===== config.mk =====
export PLATFORM = sky130hd
export DESIGN_NAME = instr_fetch
export DESIGN_NICKNAME = d
export VERILOG_FILES = /design/src/rtl/instr_fetch.sv
export SDC_FILE = /design/constraint.sdc
export NUM_CORES = 1
export LEC_CHECK = 0
export CORE_MARGIN = 8
export CORE_UTILIZATION = 50
export DETAILED_ROUTE_END_ITERATION = 8
export PLACE_DENSITY = 0.74
export RECOVER_POWER = 25
export REMOVE_ABC_BUFFERS = 1
export SYNTH_ARGS = -nofsm -noshare
export SYNTH_HDL_FRONTEND = slang
export SYNTH_SLANG_ARGS = --single-unit
export TNS_END_PERCENT = 50

===== constraint.sdc =====
create_clock -name clk -period 14.65 [get_ports clk]
set_input_delay 2.93 -clock clk [delete_from_list [all_inputs] [get_ports clk]]
set_output_delay 2.93 -clock clk [all_outputs]
set_load 0.05 [all_outputs]

===== src/rtl/instr_fetch.sv =====
// Instruction fetch stage: issues in-order imem requests for the current PC and
// buffers {pc, instr} pairs in a DEPTH-entry queue for decode; a jump flushes it.
module instr_fetch #(
  parameter int unsigned DEPTH = 4
) (
  input  logic        clk,
  input  logic        reset,
  input  logic [31:0] pc_in,
  output logic        pc_ready,
  input  logic        j_signal,
  output logic        imem_req_valid,
  output logic [31:0] imem_req_addr,
  input  logic        imem_req_ready,
  input  logic        imem_rsp_valid,
  input  logic [31:0] imem_rsp_data,
  output logic        id_valid,
  output logic [31:0] id_pc,
  output logic [31:0] id_instr,
  input  logic        id_ready
);

  localparam int unsigned PTR_W = $clog2(DEPTH);
  localparam int unsigned CNT_W = PTR_W + 1;
  localparam int unsigned SUM_W = CNT_W + 1;

  logic [31:0]      pc_q    [DEPTH];
  logic [31:0]      instr_q [DEPTH];
  logic [DEPTH-1:0] filled;

  logic [PTR_W-1:0] alloc_ptr, fill_ptr, head_ptr;
  logic [PTR_W-1:0] alloc_ptr_next, fill_ptr_next, head_ptr_next;
  // pend_cnt: allocated entries still waiting for their response
  logic [CNT_W-1:0] alloc_cnt, pend_cnt, drop_cnt;
  logic [CNT_W-1:0] alloc_cnt_next, pend_cnt_next, drop_cnt_next;

  logic [SUM_W-1:0] owed;
  logic             req_hs;
  logic             pop;
  logic             rsp_drop;
  logic             rsp_fill;

  // Request credit covers both live entries and responses still owed for flushed requests.
  assign owed           = SUM_W'(alloc_cnt) + SUM_W'(drop_cnt);
  assign imem_req_valid = !reset && !j_signal && (owed < SUM_W'(DEPTH));
  assign imem_req_addr  = pc_in;
  assign pc_ready       = imem_req_valid && imem_req_ready;

  assign id_valid = filled[head_ptr] && !j_signal;
  assign id_pc    = pc_q[head_ptr];
  assign id_instr = instr_q[head_ptr];

  assign req_hs   = pc_ready;
  assign pop      = id_valid && id_ready;
  assign rsp_drop = imem_rsp_valid && (drop_cnt != CNT_W'(0));
  assign rsp_fill = imem_rsp_valid && (drop_cnt == CNT_W'(0)) && !j_signal;

  // Next-state for pointers and counters; a flush overrides everything else.
  always_comb begin
    alloc_ptr_next = alloc_ptr;
    fill_ptr_next  = fill_ptr;
    head_ptr_next  = head_ptr;
    alloc_cnt_next = alloc_cnt;
    pend_cnt_next  = pend_cnt;
    drop_cnt_next  = drop_cnt;
    if (j_signal) begin
      alloc_ptr_next = '0;
      fill_ptr_next  = '0;
      head_ptr_next  = '0;
      alloc_cnt_next = '0;
      pend_cnt_next  = '0;
      drop_cnt_next  = drop_cnt + pend_cnt - CNT_W'(imem_rsp_valid);
    end else begin
      alloc_ptr_next = alloc_ptr + PTR_W'(req_hs);
      fill_ptr_next  = fill_ptr + PTR_W'(rsp_fill);
      head_ptr_next  = head_ptr + PTR_W'(pop);
      alloc_cnt_next = alloc_cnt + CNT_W'(req_hs) - CNT_W'(pop);
      pend_cnt_next  = pend_cnt + CNT_W'(req_hs) - CNT_W'(rsp_fill);
      drop_cnt_next  = drop_cnt - CNT_W'(rsp_drop);
    end
  end

  always_ff @(posedge clk or posedge reset) begin
    if (reset) begin
      alloc_ptr <= '0;
      fill_ptr  <= '0;
      head_ptr  <= '0;
      alloc_cnt <= '0;
      pend_cnt  <= '0;
      drop_cnt  <= '0;
    end else begin
      alloc_ptr <= alloc_ptr_next;
      fill_ptr  <= fill_ptr_next;
      head_ptr  <= head_ptr_next;
      alloc_cnt <= alloc_cnt_next;
      pend_cnt  <= pend_cnt_next;
      drop_cnt  <= drop_cnt_next;
    end
  end

  // Entry storage: pop clears, allocation writes pc, fill writes instr.
  always_ff @(posedge clk or posedge reset) begin
    if (reset) begin
      filled <= '0;
      for (int unsigned i = 0; i < DEPTH; i++) begin
        pc_q[PTR_W'(i)]    <= '0;
        instr_q[PTR_W'(i)] <= '0;
      end
    end else if (j_signal) begin
      filled <= '0;
      for (int unsigned i = 0; i < DEPTH; i++) begin
        pc_q[PTR_W'(i)]    <= '0;
        instr_q[PTR_W'(i)] <= '0;
      end
    end else begin
      if (pop) begin
        filled[head_ptr] <= 1'b0;
      end
      if (req_hs) begin
        pc_q[alloc_ptr]   <= pc_in;
        filled[alloc_ptr] <= 1'b0;
      end
      if (rsp_fill) begin
        instr_q[fill_ptr] <= imem_rsp_data;
        filled[fill_ptr]  <= 1'b1;
      end
    end
  end

endmodule


==> results of run 1 <==
==> cell usage after synthesis, drive strengths merged <==
cell    number  area (sq um)
a21o         2         15.01
a21oi        1         5.000
a22o       128          1121
a41o         1         10.01
and2         2         12.51
and3         2         12.51
buf         64         436.7
clkbuf      41         153.9
dfrtp      275          6882
fa           3         60.06
ha          14         175.2
inv         15         56.30
mux2i      129          1291
mux4        65          1464
nand2      164         615.6
nand2b       3         26.27
nand3        4         25.02
nand3b       1         7.510
nand4        2         27.53
nand4b       1         8.760
nor2        20         98.85
nor2b        6         37.54
nor3         3         37.53
o211a        1         10.01
o21ai        1         5.000
o22ai        1         6.260
o311a        1         10.01
o31a         1         8.760
or4          1         11.26
or4b         1         13.76
xnor2        7         61.31
xor2         3         26.28
==> cells by family (layout without fill, tap and decap cells) <==
group                      Yosys count  after routing
AOI/OAI and AO/OA                  137            137
muxes                              194            194
and+or+nand+nor                    210            210
DFF                                275            275
xor gates and xnor gates            10             10
other                                0              1
buffers and inverters              120            247
adders and majority gates           17             17
==> routing by layer <==
metal,part of all wire [%],vias to the layer above,routed length (microns),global-route usage (%)
met5,0,-,0,0
met4,2.6,0,781,5.793
met3,4.7,53,1398,3.028
met2,50,204,14950,32.59
met1,43,4303,12930,26.22
li1,-,3669,-,-
==> worst max-delay path by stage <==
stage                   from                      to  slack [ns]  depth (start not counted)
finish              j_signal                id_valid        4.22                          5
global route        j_signal                id_valid        3.77                          5
CTS                 j_signal                pc_ready        6.28                          6
detailed placement  j_signal                pc_ready        6.28                          6
global placement    j_signal                pc_ready        6.29                          6
floorplan              reset  alloc_cnt[0]$_DFF_PP0_        4.14                          1
==> worst register-to-register path, delay by kind of cell, from the launching register on <==
family        cells  cell delay (ns)
mux               1             0.66
buf+inv           3             0.95
xor+xnor          1             0.16
fa+ha+maj         3             0.81
flops             1             0.76
simple gates      2             0.29
==> registers in the layout, summed over array words and instances (netlist names) <==
register   cells
instr_q      128
pc_q         128
filled         4
alloc_cnt      3
drop_cnt       3
pend_cnt       3
alloc_ptr      2
fill_ptr       2
head_ptr       2
==> power groups by stage <==
stage          Clock (mW)  Sequential, mW  Combinational (mW)
2_1_floorplan           0           0.816               0.186
3_3_place_gp            0           0.818               0.305
3_5_place_dp            0           0.819               0.310
4_1_cts             0.805           0.806               0.312
5_1_grt             0.836           0.809               0.327
6_report            0.790           0.806               0.303
==> per-stage QoR <==
step | instance area, sq um | cells | total power, mW | setup WS [ns]
floorplan | 12140 | 858 | 1.002 | 4.140
global placement | 14380 | 1368 | 1.124 | 6.294
detailed placement | 14380 | 1368 | 1.129 | 6.284
CTS | 15410 | 1420 | 1.922 | 6.276
global route | 15380 | 1421 | 1.973 | 3.773
finish | 15380 | 1421 | 1.899 | 4.219
==> cell type report <==
type / count / area [sq um] / area share (%)
flip-flops and latches: 275 / 6887 / 44.78
multi-input cells: 568 / 5211 / 33.89
repair buffers: 180 / 1768 / 11.50
clock buffers: 37 / 795.8 / 5.175
well taps: 330 / 412.9 / 2.685
clock inverters: 15 / 241.5 / 1.570
inverters: 15 / 58.81 / 0.3824
diodes: 1 / 2.502 / 0.01627
==> flow_summary.toml, run 1 <==
[worst_hold_path]
hp-class = "register to register"
hold_end = "instr_q[8]$_DFFE_PP0P_"
min-delay-start = "instr_q[8]$_DFFE_PP0P_"
whs_path_depth = 1

[power]
combPwrFrac_pct = 16.0
peakVddDrop_uv = 73.69
pwr_density_cell_nw_per_um2 = 123.5
leakage_nw = 7.303
switchingPower_mw = 0.5098
p_seq_share_pct = 42.4
p_sw_share_pct = 26.84
clockPowerShare_pct = 41.6
p_int_mw = 1.390

[synthesis]
synth-compound-area-share_pct = 9.355
synth_cell_types = 41
seq_area_frac_synth_pct = 54.05
synthSimpleGateAreaFrac_pct = 7.341
synth_mux_area_share_pct = 21.64
synth_top_family_by_area = "multiplexers"
synthAdderAreaFrac_pct = 1.847
syn_area_sq_um = 12730
yosysWarnings = 0
synth_seq_cells = 275
synth_xor_area_share_pct = 0.6879
syn_avg_cell_area_sq_um = 13.22
synthCells = 963

[critical_path]
worstPathArrival_ns = 7.50
crit_slowest_cell = "clkinvlp_2"
r2r_slack_ns = 10.91
path_class = "primary input to output port"
r2r.worst_path.cells = 10
path_max_fanout = 82
worstReg2RegStart = "head_ptr[0]$_DFF_PP0_"
crit_buf_inv = 4
worstReg2RegEnd = "alloc_cnt[2]$_DFF_PP0_"
crit_path_max_incr_delay_ns = 2.16
worstPathRequired_ns = 11.72
critPathCaptureType = "output port"
crit_family = "buffers and inverters"
crit_chain = "dlygate4sd3_1, buf_4, clkinvlp_2, and2_1, clkdlybuf4s50_1"
startpoint_type = "primary input"

[floorplanning]
die_area_sq_um = 30830
die_x_microns = 175.6
rows = 58
die_h_microns = 175.6
start_util_pct = 50.71
io_pins = 169
core_sq_um = 25110

[timing]
fmax_mhz = 95.87
worst_pin_slew_ns = 6.013
rsz0062_at_grt = "no"
post-route-min-period_ns = 10.43
hold_ws_ns = 0.4977
maxSlewViolCount = 255
fin_tns_setup_ns = 0
slew_headroom_pct = -303.0
min_period_over_period_pct = 71.20
setup_violations = 0
finalClockSkew_ns = 0.006970
hold_viol_final = 0

[global_routing]
grt_max_degree = 138
antenna_found_initial = 1
gr-total-overflow = 0
grt_usage_pct = 19.58
grt_pass1_vias = 8895
grt_pass1_wl_mm = 49.23

[clock_network]
cts_tree = "built"
clockBufferDepth = 3
cts_resized = 0
htreeDepth = 1
clock_sinks = 275
cts-root-buf = "clkbuf_16"
path_clk_slew_ns = 0.06
clk_latency_ns = 0.53
hold_buffers = 0
cts_setup_buffers = 0
cts_buffers = 29

[route]
totalWireLength_mm = 30.06
dr_total_vias = 8229
drt-pass1-iter-count = 4
ant_nets = 0
wire_per_inst_microns = 21.15
drcViolationCount = 0
drtIter0Drc = 682
viasPerCell = 5.791

[flow_run]
cap_violations = 3

[placed_design]
dp_hpwl_mm = 17.71
gp_congestion = 0.7302
portBuffers = 168

[layout]
drive_above_1_share_pct = 12.84
mostFrequentLayoutCells = "dfrtp_1 (273), clkdlybuf4s50_1 (165), nand2_1 (164)"
mostFrequentLayoutCell = "dfrtp_1"
fill_cells = 1970
layout.nets = 1156
areaGrowthSynthToFinish_pct = 20.77
fin_util_pct = 61.24

[run_status]
status = "complete, but fails checks"
violations = "capacitance limit, slew limit"
Note: power is estimated with default switching activity, not from simulation.
==> inputs of run 2 (changes only) <==
clock period = 10.15 ns   (was 14.65 ns; I/O delays follow)
==> flow_summary.toml, run 2 (synthesis results as in run 1) <==
[run_status]
status = "complete, but fails checks"
violations = "capacitance limit, slew limit"

[floorplanning]
die_h_microns = 175.6
die_area_sq_um = 30830
die_x_microns = 175.6
core_sq_um = 25110
start_util_pct = 50.71
rows = 58
io_pins = 169

[clock_network]
cts_setup_buffers = 0
clk_latency_ns = 0.54
cts-root-buf = "clkbuf_16"
cts_buffers = 28
hold_buffers = 0
cts_resized = 0
cts_tree = "built"
htreeDepth = 1
clock_sinks = 275
path_clk_slew_ns = 0.06
clockBufferDepth = 3

[placed_design]
place_ws_ns = 3.556
portBuffers = 168
postPlaceCellArea_sq_um = 14380
gp_congestion = 0.7475
dp_hpwl_mm = 18.01

[layout]
largestRegisters = "instr_q (128), pc_q (128), filled (4)"
stdcell_area_sq_um = 15420
areaGrowthSynthToFinish_pct = 21.09
layout.nets = 1155
mostFrequentLayoutCell = "dfrtp_1"
mostFrequentLayoutCells = "dfrtp_1 (273), clkdlybuf4s50_1 (165), nand2_1 (164)"
fill_cells = 1982
drive_above_1_share_pct = 12.95

[flow_run]
cap_violations = 2

[timing]
slew_headroom_pct = -42.33
hold_viol_final = 0
fmax_mhz = 125.0
maxSlewViolCount = 97
hold_ws_ns = 0.5024
setup_ws_ns = 2.151
rsz0062_at_grt = "no"
setup_violations = 0
worst_pin_slew_ns = 2.123
min_period_over_period_pct = 78.81
fin_tns_setup_ns = 0
finalClockSkew_ns = 0.01765
post-route-min-period_ns = 7.999

[worst_hold_path]
hp-class = "register to register"

[global_routing]
gr-total-overflow = 0
antenna_found_initial = 2
grt_pass1_wl_mm = 49.54
grt_pass1_vias = 8934
grt_usage_pct = 19.73
grt_max_degree = 149

[power]
pwr_density_cell_nw_per_um2 = 180.0
power.total_mw = 2.776
leakage_nw = 7.350
peakVddDrop_uv = 120.9

[route]
ant_nets = 0
wire_per_inst_microns = 21.45
dr_total_vias = 8256
viasPerCell = 5.810
drtIter0Drc = 567
drt-pass1-iter-count = 4
totalWireLength_mm = 30.48
drcViolationCount = 0

[critical_path]
path_class = "primary input to output port"
crit_path_max_incr_delay_ns = 1.69
crit_family = "buffers and inverters"
critPathCaptureType = "output port"
crit_buf_inv = 4
crit_slowest_cell = "clkinvlp_2"
worstPathArrival_ns = 5.97
path_max_fanout = 62
worstPathRequired_ns = 8.12
startpoint_type = "primary input"
crit_chain = "dlygate4sd3_1, buf_4, clkinvlp_2, and2_1, clkdlybuf4s50_1"
run 2: cell types whose count changed in the layout (fill, tap and decap cells not counted), sizes merged:
cell | previous run | this run
clkinvlp | 7 | 1
clkinv | 4 | 8
bufinv | 6 | 8
clkbuf | 38 | 36
diode | 1 | 2
inv | 13 | 14
run 2: final timing paths:
check | startpoint | end | slack (ns) | cells past startpoint
setup / recovery | j_signal | id_valid | 2.15 | 5
hold / removal | instr_q[58]$_DFFE_PP0P_ | instr_q[58]$_DFFE_PP0P_ | 0.50 | 1
setup reg to reg | head_ptr[0]$_DFF_PP0_ | alloc_cnt[2]$_DFF_PP0_ | 6.40 | 10
hold reg to reg | instr_q[58]$_DFFE_PP0P_ | instr_q[58]$_DFFE_PP0P_ | 0.50 | 1
max in group asynchronous | reset | instr_q[46]$_DFFE_PP0P_ | 6.23 | 3
min in group asynchronous | reset | drop_cnt[1]$_DFF_PP0_ | 2.40 | 2
run 2: cell type report:
cell class	count	area, sq um	area share (%)
well taps	330	412.9	2.678
repair buffers	180	1768	11.47
inverters	15	65.06	0.4220
diodes	2	5.005	0.03246
multi-input cells	568	5231	33.93
clock inverters	16	280.3	1.818
clock buffers	35	768.2	4.983
flip-flops and latches	275	6887	44.67
run 2: worst reg2reg max path: cells and delay by family, from the launching register on:
| kind | cells | cell delay, ns |
|---|---|---|
| simple gates | 2 | 0.28 |
| mux | 1 | 0.67 |
| xor+xnor | 1 | 0.16 |
| fa+ha+maj | 3 | 0.81 |
| buf+inv | 3 | 0.94 |
| flops | 1 | 0.75 |
run 2: layer usage:
metal	global-route usage [%]	up-vias	share of wire, %
met4	5.510	0	1.9
met3	2.727	42	4.5
met2	33.17	213	50
met1	26.49	4339	44
li1	-	3662	-
met5	0	-	0
run 2: where the power goes:
group          switching, mW  leakage (nW)  total, mW  internal [mW]
clock network          0.428         0.521       1.17          0.737
registers             0.0295          3.82       1.16           1.13
logic                  0.278          3.01      0.448          0.169
total                  0.736          7.35       2.78           2.04
run 2: metrics by stage:
| stage | instances | util (%) |
|---|---|---|
| floorplan | 858 | - |
| global placement | 1368 | 57.26 |
| detailed placement | 1368 | 57.26 |
| CTS | 1419 | 61.43 |
| global route | 1421 | 61.40 |
| finish | 1421 | 61.40 |
==> inputs of run 3 (changes only) <==
PLACE_DENSITY = 0.76   (was 0.74)
clock period = 6.7 ns   (was 10.15 ns; I/O delays follow)
==> flow_summary.toml, run 3 (synthesis results as in run 1) <==
[route]
viasPerCell = 5.748
drcViolationCount = 0
drt-pass1-iter-count = 4
drtIter0Drc = 608
dr_total_vias = 8162
totalWireLength_mm = 29.74
ant_nets = 0
wire_per_inst_microns = 20.94

[placed_design]
dp_hpwl_mm = 17.62
gp_congestion = 0.7325
place_ws_ns = 1.487
portBuffers = 168
place_inst = 1369

[layout]
drive_above_1_share_pct = 12.86
fill_cells = 1997
largestRegisters = "instr_q (128), pc_q (128), filled (4)"
mostFrequentLayoutCell = "dfrtp_1"
fin_cells = 1420
areaGrowthSynthToFinish_pct = 20.52
fin_util_pct = 61.11
layout.nets = 1157
mostFrequentLayoutCells = "dfrtp_1 (273), clkdlybuf4s50_1 (166), nand2_1 (164)"

[clock_network]
cts_setup_buffers = 0
cts_tree = "built"
hold_buffers = 0
clock_sinks = 275
cts_buffers = 29
clk_latency_ns = 0.54
cts_resized = 0
clockBufferDepth = 3
path_clk_slew_ns = 0.06
htreeDepth = 1
cts-root-buf = "clkbuf_16"

[timing]
fin_tns_setup_ns = 0
setup_violations = 0
fmax_mhz = 175.3
hold_ws_ns = 0.4991
min_period_over_period_pct = 85.15
slew_headroom_pct = -89.14
finalClockSkew_ns = 0.01459
maxSlewViolCount = 115
setup_ws_ns = 0.9950
worst_pin_slew_ns = 2.837
post-route-min-period_ns = 5.705
rsz0062_at_grt = "no"
hold_viol_final = 0

[run_status]
violations = "capacitance limit, slew limit"
status = "complete, but fails checks"

[global_routing]
grt_max_degree = 115
grt_pass1_wl_mm = 48.93
grt_usage_pct = 19.49
grt_pass1_vias = 8828
antenna_found_initial = 1
gr-total-overflow = 0

[critical_path]
worstReg2RegEnd = "alloc_cnt[2]$_DFF_PP0_"
path_max_fanout = 63
startpoint_type = "primary input"
path_class = "primary input to output port"
worstReg2RegStart = "head_ptr[0]$_DFF_PP0_"
r2r_slack_ns = 3.55
critPathCaptureType = "output port"
cp-endpoint = "id_valid"
worstPathRequired_ns = 5.36
critPathLaunch = "j_signal"
r2r.worst_path.cells = 9
worstPathArrival_ns = 4.36

[power]
peakVddDrop_uv = 145.0
leakage_nw = 7.318
pwr_density_cell_nw_per_um2 = 264.7

[floorplanning]
io_pins = 169
die_x_microns = 175.6
rows = 58
die_h_microns = 175.6
start_util_pct = 50.71
die_area_sq_um = 30830
core_sq_um = 25110

[worst_hold_path]
hp-class = "register to register"

[flow_run]
cap_violations = 1
## run 3: cell types whose count changed in the layout (fill, tap and decap cells not counted), sizes merged
| cell | before | now |
|---|---|---|
| clkbuf | 36 | 44 |
| bufinv | 8 | 3 |
| clkdlybuf4s50 | 165 | 166 |
| clkinv | 8 | 4 |
| inv | 14 | 15 |
| dlygate4sd3 | 3 | 2 |
| diode | 2 | 1 |
## run 3: how the worst min path moves through the flow
stage | startpoint | endpoint | cells after the start
2_1_floorplan | instr_q[32]$_DFFE_PP0P_ | instr_q[32]$_DFFE_PP0P_ | 1
6_report | instr_q[48]$_DFFE_PP0P_ | instr_q[48]$_DFFE_PP0P_ | 1
5_1_grt | instr_q[31]$_DFFE_PP0P_ | instr_q[31]$_DFFE_PP0P_ | 1
4_1_cts | instr_q[48]$_DFFE_PP0P_ | instr_q[48]$_DFFE_PP0P_ | 1
3_5_place_dp | instr_q[35]$_DFFE_PP0P_ | instr_q[35]$_DFFE_PP0P_ | 1
3_3_place_gp | instr_q[9]$_DFFE_PP0P_ | instr_q[9]$_DFFE_PP0P_ | 1
## run 3: layer usage
layer,track usage [%],vias to the layer above,wire [microns],share of wire (%)
li1,-,3676,-,-
met1,26.62,4293,12870,43
met2,32.50,159,15100,51
met3,2.813,34,1321,4.4
met4,4.698,0,438,1.5
met5,0,-,0,0
## run 3: power breakdown
part	internal (mW)	switching, mW	total (mW)
Sequential	1.72	0.0467	1.76
Clock	0.992	0.641	1.63
Combinational	0.255	0.409	0.664
Total	2.96	1.10	4.06
## run 3: critical path, stage by stage
cell	delay, ns
clkdlybuf4s50_1	0.45
clkbuf_1	0.99
inv_4	0.55
and2_1	0.31
clkdlybuf4s50_1	0.71
## run 3: final cells by class
class / instances / area, sq um / area share, %
well taps: 330 / 412.9 / 2.691
flip-flops and latches: 275 / 6887 / 44.88
inverters: 15 / 66.31 / 0.4322
clock buffers: 42 / 854.6 / 5.569
diodes: 1 / 2.502 / 0.01631
multi-input cells: 568 / 5231 / 34.09
repair buffers: 181 / 1773 / 11.55
clock inverters: 8 / 117.6 / 0.7665
## run 3: per-stage QoR
step | total power [mW] | cell area, sq um
floorplan | 2.191 | 12140
global route | 4.220 | 15340
finish | 4.061 | 15340
global placement | 2.457 | 14400
detailed placement | 2.467 | 14400
CTS | 4.101 | 15370
